## config.mk

```make
export PLATFORM = sky130hd
export DESIGN_NAME = sobel_frame_packer
export DESIGN_NICKNAME = d
export VERILOG_FILES = /design/src/rtl/sobel_frame_packer.sv
export SDC_FILE = /design/constraint.sdc
export NUM_CORES = 2
export LEC_CHECK = 0
export CORE_ASPECT_RATIO = 1.75
export CORE_MARGIN = 2
export CORE_UTILIZATION = 62
export CTS_CLUSTER_SIZE = 40
export DETAILED_ROUTE_END_ITERATION = 16
export PLACE_DENSITY = 0.89
export SYNTH_ARGS = -nofsm -noshare
export SYNTH_HDL_FRONTEND = slang
export SYNTH_SLANG_ARGS = --single-unit
export TNS_END_PERCENT = 10
```

## constraint.sdc

```tcl
create_clock -name clk -period 9.59 [get_ports clk]
set_input_delay 0.959 -clock clk [delete_from_list [all_inputs] [get_ports clk]]
set_output_delay 0.959 -clock clk [all_outputs]
set_load 0.05 [all_outputs]
```

## src/rtl/sobel_frame_packer.sv

```systemverilog
// sobel_frame_packer
//   Packs a Sobel-filtered image into a byte stream for a UART transmitter:
//   a 5-byte header (0xA5, width LE, height LE), width*height payload bytes
//   drawn from an internal FIFO, and a one-byte XOR checksum trailer.
//   Pixels that arrive while the FIFO is full are dropped, flagged on the
//   sticky overflow output, and replaced by 0x00 in the outgoing frame.
//
// Ports
//   clk, rst            : single clock, synchronous active-high reset
//   start               : one-cycle pulse, begins a frame when idle
//   width, height       : image dimensions, sampled on an accepted start
//   data_in/valid_in    : pixel input, handshaked with ready_in
//   data_out/valid_out  : registered byte output, handshaked with ready_out
//   busy                : frame in progress
//   overflow            : sticky, a pixel was dropped this frame
//   frame_done          : one-cycle pulse after the trailer byte is taken
module sobel_frame_packer #(
    parameter int unsigned DATA_BITS  = 8,
    parameter int unsigned FIFO_DEPTH = 16
) (
    input  logic                 clk,
    input  logic                 rst,
    input  logic                 start,
    input  logic [15:0]          width,
    input  logic [15:0]          height,
    input  logic [DATA_BITS-1:0] data_in,
    input  logic                 valid_in,
    output logic                 ready_in,
    output logic [DATA_BITS-1:0] data_out,
    output logic                 valid_out,
    input  logic                 ready_out,
    output logic                 busy,
    output logic                 overflow,
    output logic                 frame_done
);

    localparam int unsigned    AW         = $clog2(FIFO_DEPTH);
    localparam logic [AW:0]    FULL_LEVEL = (AW+1)'(FIFO_DEPTH);
    localparam logic [AW-1:0]  PTR_ONE    = AW'(1);

    typedef enum logic [1:0] {
        S_IDLE,
        S_HEADER,
        S_PAYLOAD,
        S_TRAILER
    } state_t;

    state_t                r_state;
    state_t                w_state_next;

    logic [15:0]           r_width;
    logic [15:0]           r_height;
    logic [31:0]           r_total;
    logic [31:0]           r_in_count;
    logic [31:0]           r_out_count;
    logic [2:0]            r_hdr_idx;
    logic                  r_trl_loaded;
    logic [DATA_BITS-1:0]  r_checksum;
    logic [31:0]           r_zero_pend;
    logic                  r_overflow;
    logic                  r_frame_done;
    logic [DATA_BITS-1:0]  r_data_out;
    logic                  r_valid_out;

    // Payload FIFO. Each slot also records how many dropped pixels
    // followed it, so the reader can insert that many 0x00 bytes right
    // after emitting the slot and keep the frame in arrival order.
    logic [DATA_BITS-1:0]  r_mem   [FIFO_DEPTH];
    logic [31:0]           r_zeros [FIFO_DEPTH];
    logic [AW-1:0]         r_wr_ptr;
    logic [AW-1:0]         r_rd_ptr;
    logic [AW:0]           r_count;

    logic                  w_full;
    logic                  w_empty;
    logic                  w_in_open;
    logic                  w_ready_in;
    logic                  w_accept;
    logic                  w_drop;
    logic                  w_load_en;
    logic                  w_xfer;
    logic                  w_start_acc;
    logic                  w_have_byte;
    logic [DATA_BITS-1:0]  w_next_byte;
    logic                  w_hdr_load;
    logic                  w_payload_load;
    logic                  w_pop;
    logic                  w_zero_emit;
    logic                  w_trl_load;
    logic                  w_done_xfer;

    assign w_full      = (r_count == FULL_LEVEL);
    assign w_empty     = (r_count == '0);
    assign w_in_open   = (r_state != S_IDLE) && (r_in_count < r_total);
    assign w_ready_in  = w_in_open && !w_full;
    assign w_accept    = valid_in && w_ready_in;
    // A drop needs a full FIFO, so the tail slot always exists and is never
    // the head being popped in the same cycle (depth >= 4).
    assign w_drop      = valid_in && w_in_open && w_full;
    assign w_load_en   = !r_valid_out || ready_out;
    assign w_xfer      = r_valid_out && ready_out;
    assign w_start_acc = (r_state == S_IDLE) && start;

    // Next-state and output-register source selection
    always_comb begin
        w_state_next   = r_state;
        w_have_byte    = 1'b0;
        w_next_byte    = '0;
        w_hdr_load     = 1'b0;
        w_payload_load = 1'b0;
        w_pop          = 1'b0;
        w_zero_emit    = 1'b0;
        w_trl_load     = 1'b0;
        w_done_xfer    = 1'b0;

        case (r_state)
            S_IDLE: begin
                if (start) begin
                    w_state_next = S_HEADER;
                end
            end

            S_HEADER: begin
                w_have_byte = 1'b1;
                case (r_hdr_idx)
                    3'd0:    w_next_byte = DATA_BITS'(8'hA5);
                    3'd1:    w_next_byte = DATA_BITS'(r_width[7:0]);
                    3'd2:    w_next_byte = DATA_BITS'(r_width[15:8]);
                    3'd3:    w_next_byte = DATA_BITS'(r_height[7:0]);
                    default: w_next_byte = DATA_BITS'(r_height[15:8]);
                endcase
                if (w_load_en) begin
                    w_hdr_load = 1'b1;
                    if (r_hdr_idx == 3'd4) begin
                        w_state_next = (r_total == '0) ? S_TRAILER : S_PAYLOAD;
                    end
                end
            end

            S_PAYLOAD: begin
                // Zeros owed to the previously popped slot come before the
                // next FIFO entry.
                if (r_zero_pend != '0) begin
                    w_have_byte = 1'b1;
                    w_next_byte = '0;
                    w_zero_emit = w_load_en;
                end else if (!w_empty) begin
                    w_have_byte = 1'b1;
                    w_next_byte = r_mem[r_rd_ptr];
                    w_pop       = w_load_en;
                end
                if (w_load_en && w_have_byte) begin
                    w_payload_load = 1'b1;
                    if ((r_out_count + 32'd1) == r_total) begin
                        w_state_next = S_TRAILER;
                    end
                end
            end

            S_TRAILER: begin
                if (!r_trl_loaded) begin
                    w_have_byte = 1'b1;
                    w_next_byte = r_checksum;
                    w_trl_load  = w_load_en;
                end else if (w_xfer) begin
                    w_done_xfer  = 1'b1;
                    w_state_next = S_IDLE;
                end
            end

            default: begin
                w_state_next = S_IDLE;
            end
        endcase
    end

    always_ff @(posedge clk) begin
        if (rst) begin
            r_state <= S_IDLE;
        end else begin
            r_state <= w_state_next;
        end
    end

    // FIFO storage, no reset needed: occupancy is tracked by r_count
    always_ff @(posedge clk) begin
        if (w_accept) begin
            r_mem[r_wr_ptr]   <= data_in;
            r_zeros[r_wr_ptr] <= '0;
        end else if (w_drop) begin
            r_zeros[r_wr_ptr - PTR_ONE] <= r_zeros[r_wr_ptr - PTR_ONE] + 32'd1;
        end
    end

    always_ff @(posedge clk) begin
        if (rst) begin
            r_width      <= '0;
            r_height     <= '0;
            r_total      <= '0;
            r_in_count   <= '0;
            r_out_count  <= '0;
            r_hdr_idx    <= '0;
            r_trl_loaded <= 1'b0;
            r_checksum   <= '0;
            r_zero_pend  <= '0;
            r_overflow   <= 1'b0;
            r_frame_done <= 1'b0;
            r_data_out   <= '0;
            r_valid_out  <= 1'b0;
            r_wr_ptr     <= '0;
            r_rd_ptr     <= '0;
            r_count      <= '0;
        end else begin
            r_frame_done <= w_done_xfer;

            if (w_load_en) begin
                r_valid_out <= w_have_byte;
                if (w_have_byte) begin
                    r_data_out <= w_next_byte;
                end
            end

            if (w_start_acc) begin
                r_width      <= width;
                r_height     <= height;
                r_total      <= {16'h0, width} * {16'h0, height};
                r_in_count   <= '0;
                r_out_count  <= '0;
                r_hdr_idx    <= '0;
                r_trl_loaded <= 1'b0;
                r_checksum   <= '0;
                r_zero_pend  <= '0;
                r_overflow   <= 1'b0;
                r_wr_ptr     <= '0;
                r_rd_ptr     <= '0;
                r_count      <= '0;
            end else begin
                if (w_accept || w_drop) begin
                    r_in_count <= r_in_count + 32'd1;
                end
                if (w_drop) begin
                    r_overflow <= 1'b1;
                end
                if (w_accept) begin
                    r_wr_ptr <= r_wr_ptr + PTR_ONE;
                end
                if (w_pop) begin
                    r_rd_ptr    <= r_rd_ptr + PTR_ONE;
                    r_zero_pend <= r_zeros[r_rd_ptr];
                end else if (w_zero_emit) begin
                    r_zero_pend <= r_zero_pend - 32'd1;
                end
                case ({w_accept, w_pop})
                    2'b10:   r_count <= r_count + 1'b1;
                    2'b01:   r_count <= r_count - 1'b1;
                    default: r_count <= r_count;
                endcase
                if (w_hdr_load) begin
                    r_hdr_idx <= r_hdr_idx + 3'd1;
                end
                if (w_payload_load) begin
                    r_out_count <= r_out_count + 32'd1;
                    r_checksum  <= r_checksum ^ w_next_byte;
                end
                if (w_trl_load) begin
                    r_trl_loaded <= 1'b1;
                end
            end
        end
    end

    assign ready_in   = w_ready_in;
    assign data_out   = r_data_out;
    assign valid_out  = r_valid_out;
    assign busy       = (r_state != S_IDLE);
    assign overflow   = r_overflow;
    assign frame_done = r_frame_done;

endmodule
```

### Yosys cells after proc, flatten, opt, wreduce, memory -nomap -nowiden

Memory sizes are Yosys's and may differ from the RTL's. A register that Yosys moved wholly into a read port is not among the register bits.
Index checks and enable logic that the tools add are counted.
Widths: inputs -> output; s select.

| storage, ports and cells | value |
|---|---|
| register bits after elaboration | 198 |
| output and inout bits | 13 |
| bits in writable memories | 640 |
| input bits | 45 |
| memories kept | 2 |
| logic and storage cells | 123 |

Memory list:

| memory | words | width | rd ports | clocked after memory_dff | wr ports | RTL line | text |
|---|---|---|---|---|---|---|---|
| r_zeros | 16 | 32 | 2 | 1 | 1 | 69 | `logic [31:0] r_zeros [FIFO_DEPTH];` |
| r_mem | 16 | 8 | 1 | 1 | 1 | 68 | `logic [DATA_BITS-1:0] r_mem [FIFO_DEPTH];` |

| operators by class | value |
|---|---|
| bitwise logic cells | 3 |
| reductions and logical operators | 25 |
| $mul | 1 |
| equal/unequal tests | 18 |
| muxes and demuxes | 46 |
| add/subtract/negate cells | 10 |
| $lt $le $gt $ge | 1 |

Operators with widths:

| kind | number |
|---|---|
| $add 32x1->32 const B | 3 |
| $mux 32 | 3 |
| $eq 32x32->1 | 1 |
| $logic_not 32->1 | 1 |
| $lt 32x32->1 | 1 |
| $mul 16x16->32 | 1 |
| $pmux 8 s4 | 1 |
| $reduce_bool 32->1 | 1 |
| $reduce_or 32->1 | 1 |
| $sub 32x1->32 const B | 1 |
| $mux 8 | 3 |
| $pmux 8 s3 | 1 |
| $mux 1 | 23 |
| $mux 4 | 5 |
| $mux 2 | 7 |
| $ne 2x2->1 const B | 7 |
| $pmux 5 s2 | 1 |
| $add 4x1->4 const B | 2 |
| $logic_and 1x1->1 | 8 |
| $pmux 2 s4 | 1 |
| $xor 8x8->8 | 1 |
| $reduce_and 7->1 | 1 |
| $eq 2x2->1 const B | 3 |
| $eq 3x2->1 const B | 2 |
| other kinds (19) | 25 |

### Logic depth before layout (Yosys ltp)

| logic depth | value |
|---|---|
| word-level depth | 9 |
| gate-level depth with buffers | 24 |
| gate-level depth less buffers | 22 |

### Worst setup path before layout

Ideal clock, no wire load.

| timing path | value |
|---|---|
| kind | input-to-reg |
| start point | input width[10] |
| end point | register r_total[31] |
| buffers on the path | 1 |
| slack | 2901 ps |
| library setup time | 131 ps |
| data required time | 9459 ps |
| arrival time | 6557 ps |
| stages | 21 |
| path through | clkbuf_1 -> nand2_1 -> fa_1 -> fa_1 -> fa_1 -> fa_1 -> inv_1 -> fa_1 -> inv_1 -> fa_1 -> inv_1 -> ha_1 -> and3_1 -> a221o_1 -> a21oi_1 -> o31ai_1 -> o21ai_0 -> a22oi_1 -> a211oi_1 -> mux2i_1 -> nor3_1 |

| on the way | value |
|---|---|
| cells in the longest elaborated chain, start to end | 1 |

Ends and longest elaborated chain:

| element | RTL line | text |
|---|---|---|
| start: declaration | 24 | `input logic [15:0] width,` |
| $mul 16x16->32 | 226 | `r_total <= {16'h0, width} * {16'h0, height};` |
| end signal: assignment | 226 |  |
| end: declaration | 53 | `logic [31:0] r_total;` |

Every way passes these cells.
A chain may end at the register's enable or synchronous reset.

### Final worst setup path

| timing path | value |
|---|---|
| start point | input width[7] |
| end point | register r_total[31] |

The elaborated chain is that of the path after synthesis.

==> results.ini <==
[synth]
ys_warn_count=0
seq_area_frac_synth_pct=47.7
ys_seq_elements=842
synth.most_common_cell=edfxtp_1
netlist_area_mm2=0.0488
synth_common_cells=640 x edfxtp_1, 395 x nand2_1, 338 x mux4_2
synthArstFlopShare_pct=0
synth.avg_cell_area_um2=12.9
ys.flop_type=edfxtp_1
synth.area.top_cells=edfxtp_1 39%, mux4_2 16%, dfxtp_1 8.3%
synth_nets=4191
synth_top_cell_area_share_pct=39.4
netlist_instances=3792
synth_edf_count=640
synth.distinct_cells=86
yosys.area.top_type=edfxtp_1

[grt]
gr-total-overflow=0
grt_max_degree=81
antenna_found_initial=0
grt_usage_pct=35.1
grt_pass1_wl_um=212000
first_global_vias=35655

[run]
cap_viol_max_count=0

[clock_network]
cts_buffer_depth=3
insertion_delay_ps=670
cts.clk_slew.worst_paths_ps=70
cts_hold_buffers=0
cts.sinks=842
root_buffer=clkbuf_16
postCtsSetupRepairBufs=0
cts_made_buffers=72
cts_resized=0
cts_tree=done
htree_levels=3

[setup_path]
worstPathCellList=clkdlybuf4s50_1 -> and2_1 -> fa_1 -> inv_1 -> fa_1 -> fa_1 -> fa_1 -> inv_1 -> fa_1 -> inv_1 -> fa_1 -> inv_1 -> ha_1 -> and3_1 -> a221o_1 -> a21oi_1 -> o31ai_1 -> o21ai_0 -> a22oi_1 -> a211oi_1 -> mux2i_1 -> nor3_1
crit_buf_inv=5
cp_max_fo=17
required_ps=10090
crit_top_cell=fa_1
r2r_cells=17
setup.worst_path.class=input port to register
r2r_start=r_wr_ptr[0]$_SDFFE_PP0P_
cp.arrival_ps=8040
cp_top_family=adder cells
critPathSlowestCell=clkdlybuf4s50_1
crit_path_end_kind=register
timing.rr.end=r_zeros[14][24]$_DFFE_PP_
reg2reg_slack_ps=3120
worst_path_largest_cell_delay_ps=810
critPathLaunchType=input port

[sta]
min_period_ps=7540
final_max_slew_viol_count=0
timing.setup.tns_ps=0
setup_violations=0
finalCritPeriodShare_pct=78.7
rsz0062_at_grt=no
slew_headroom_pct=11.8
finalHoldViolations=0
fmax_mhz=133
skew_ps=35.6
worst_slew_pin_slew_ps=1310
fin_ws_ps=2050

[min_path]
holdPathStages=2
min_from=r_height[11]$_SDFFE_PP0P_
hp-class=register to register
whs_endpoint=r_height[11]$_SDFFE_PP0P_

[placed_design]
place_ws_ps=1560
place_congestion=0.969
dpl.hpwl_um=88300
buffer_ports.inserted=57

[die]
chipWidth_um=216
rows=136
die_area_mm2=0.0810
ios=58
die_h_um=375
initial_core_util_pct=62.3
core_area_mm2=0.0783

[pwr]
p_leak_nw=19.4
power.density_mw_per_mm2=267
ir_drop_v=0.000356
power_mw=14.1

[detailed_routing]
firstDrtPassIters=7
num_vias=34167
wirelength_um=140000
initialDrtViolationCount=4613
drc_errors=0
via_per_inst=7.03
drtAntennaViolNets=0
wl_met3_um=13700
route.met2.wl_um=70900
m1WireLength_um=41400
wl_per_cell_um=28.9
routed.top_layer=met4

[finish]
area_growth_syn_to_layout_pct=8.09
final_layout_size_suffix_gt1_share_pct=15.0
nets=4162
post-route-util_pct=67.4

[status]
status=completed

## how the worst max path moves through the flow
stage                                    end  cells past startpoint  slack, ps      start
floorplan           r_total[31]$_SDFFE_PP0P_                     21       2900  width[10]
global placement    r_total[31]$_SDFFE_PP0P_                     22       1700   width[7]
detailed placement  r_total[31]$_SDFFE_PP0P_                     21       1560  width[10]
CTS                 r_total[31]$_SDFFE_PP0P_                     21       2190  width[10]
global route        r_total[31]$_SDFFE_PP0P_                     21       1860  width[10]
finish              r_total[31]$_SDFFE_PP0P_                     22       2050   width[7]
## sequential cells by signal (all words and copies together), names as in the netlist, 5 cells and up, named ones only
| signal | count |
|---|---|
| r_total | 32 |
| r_out_count | 32 |
| r_width | 16 |
| r_mem | 128 |
| r_checksum | 8 |
| r_height | 16 |
| data_out | 8 |
| r_zero_pend | 32 |
| r_in_count | 32 |
| r_count | 5 |
| r_zeros | 512 |
## placed cells by master, fill, tap and decap left out, types with 35 or more instances in the layout
master / n
clkbuf_16: 73
a21oi_1: 173
nand4_1: 35
edfxtp_1: 640
nand2_1: 393
xnor2_1: 95
xor2_1: 60
mux4_2: 338
inv_1: 298
nor2_1: 220
buf_4: 52
ha_1: 158
o21ai_0: 74
fa_1: 195
clkdlybuf4s50_1: 56
nand3_1: 66
nor4_1: 36
nor3_1: 77
dfxtp_1: 197
and2_1: 130
## routing by layer
| metal | vias up | track usage [%] |
|---|---|---|
| met5 | - | 0 |
| met4 | 0 | 30.1 |
| met3 | 893 | 7.70 |
| met2 | 2601 | 59.9 |
| met1 | 16798 | 36.5 |
| li1 | 13875 | - |
## area by class of cell
| cell class | count | area, µm² |
|---|---|---|
| Clock inverter | 42 | 495 |
| Multi-Input combinational cell | 2436 | 23600 |
| Inverter | 301 | 1130 |
| Tap cell | 1035 | 1290 |
| Sequential cell | 842 | 23300 |
| Timing Repair Buffer | 110 | 976 |
| Antenna cell | 1 | 2.50 |
| Clock buffer | 90 | 1930 |
| Fill cell | 5139 | 25500 |
## through the flow
stage | instances | area (µm²) | hold WS (ps)
floorplan | 3792 | 48800 | 436
global placement | 4724 | 50300 | 443
detailed placement | 4724 | 50300 | 448
CTS | 4856 | 52700 | 457
global route | 4856 | 52700 | 476
finish | 4857 | 52700 | 460
## worst register-to-register path, delay by kind of cell (launching register included)
| family | cells | cell delay [ps] |
|---|---|---|
| buffers and inverters | 4 | 1330 |
| flip-flops | 1 | 360 |
| AO/OA/AOI/OAI | 3 | 600 |
| multiplexers | 1 | 460 |
| AND/OR/NAND/NOR | 5 | 2210 |
| adder cells (fa/ha/maj) | 2 | 820 |
| XOR/XNOR | 2 | 370 |
## cells by family after synthesis
family          count (synthesis)  share of synthesized area (%)
flops                         842                           47.7
xor+xnor                      159                           2.89
mux                           378                           16.4
buf+inv                       514                           4.29
simple gates                 1114                           11.1
fa+ha+maj                     354                           12.1
compound gates                431                           5.57
## power by group
group          internal (mW)  total [mW]  switching, mW
Combinational           2.57        6.75           4.18
Sequential              4.06        4.24          0.180
Clock                   1.70        3.10           1.40
Total                   8.33        14.1           5.76
Power figures use the tool's default switching activity.
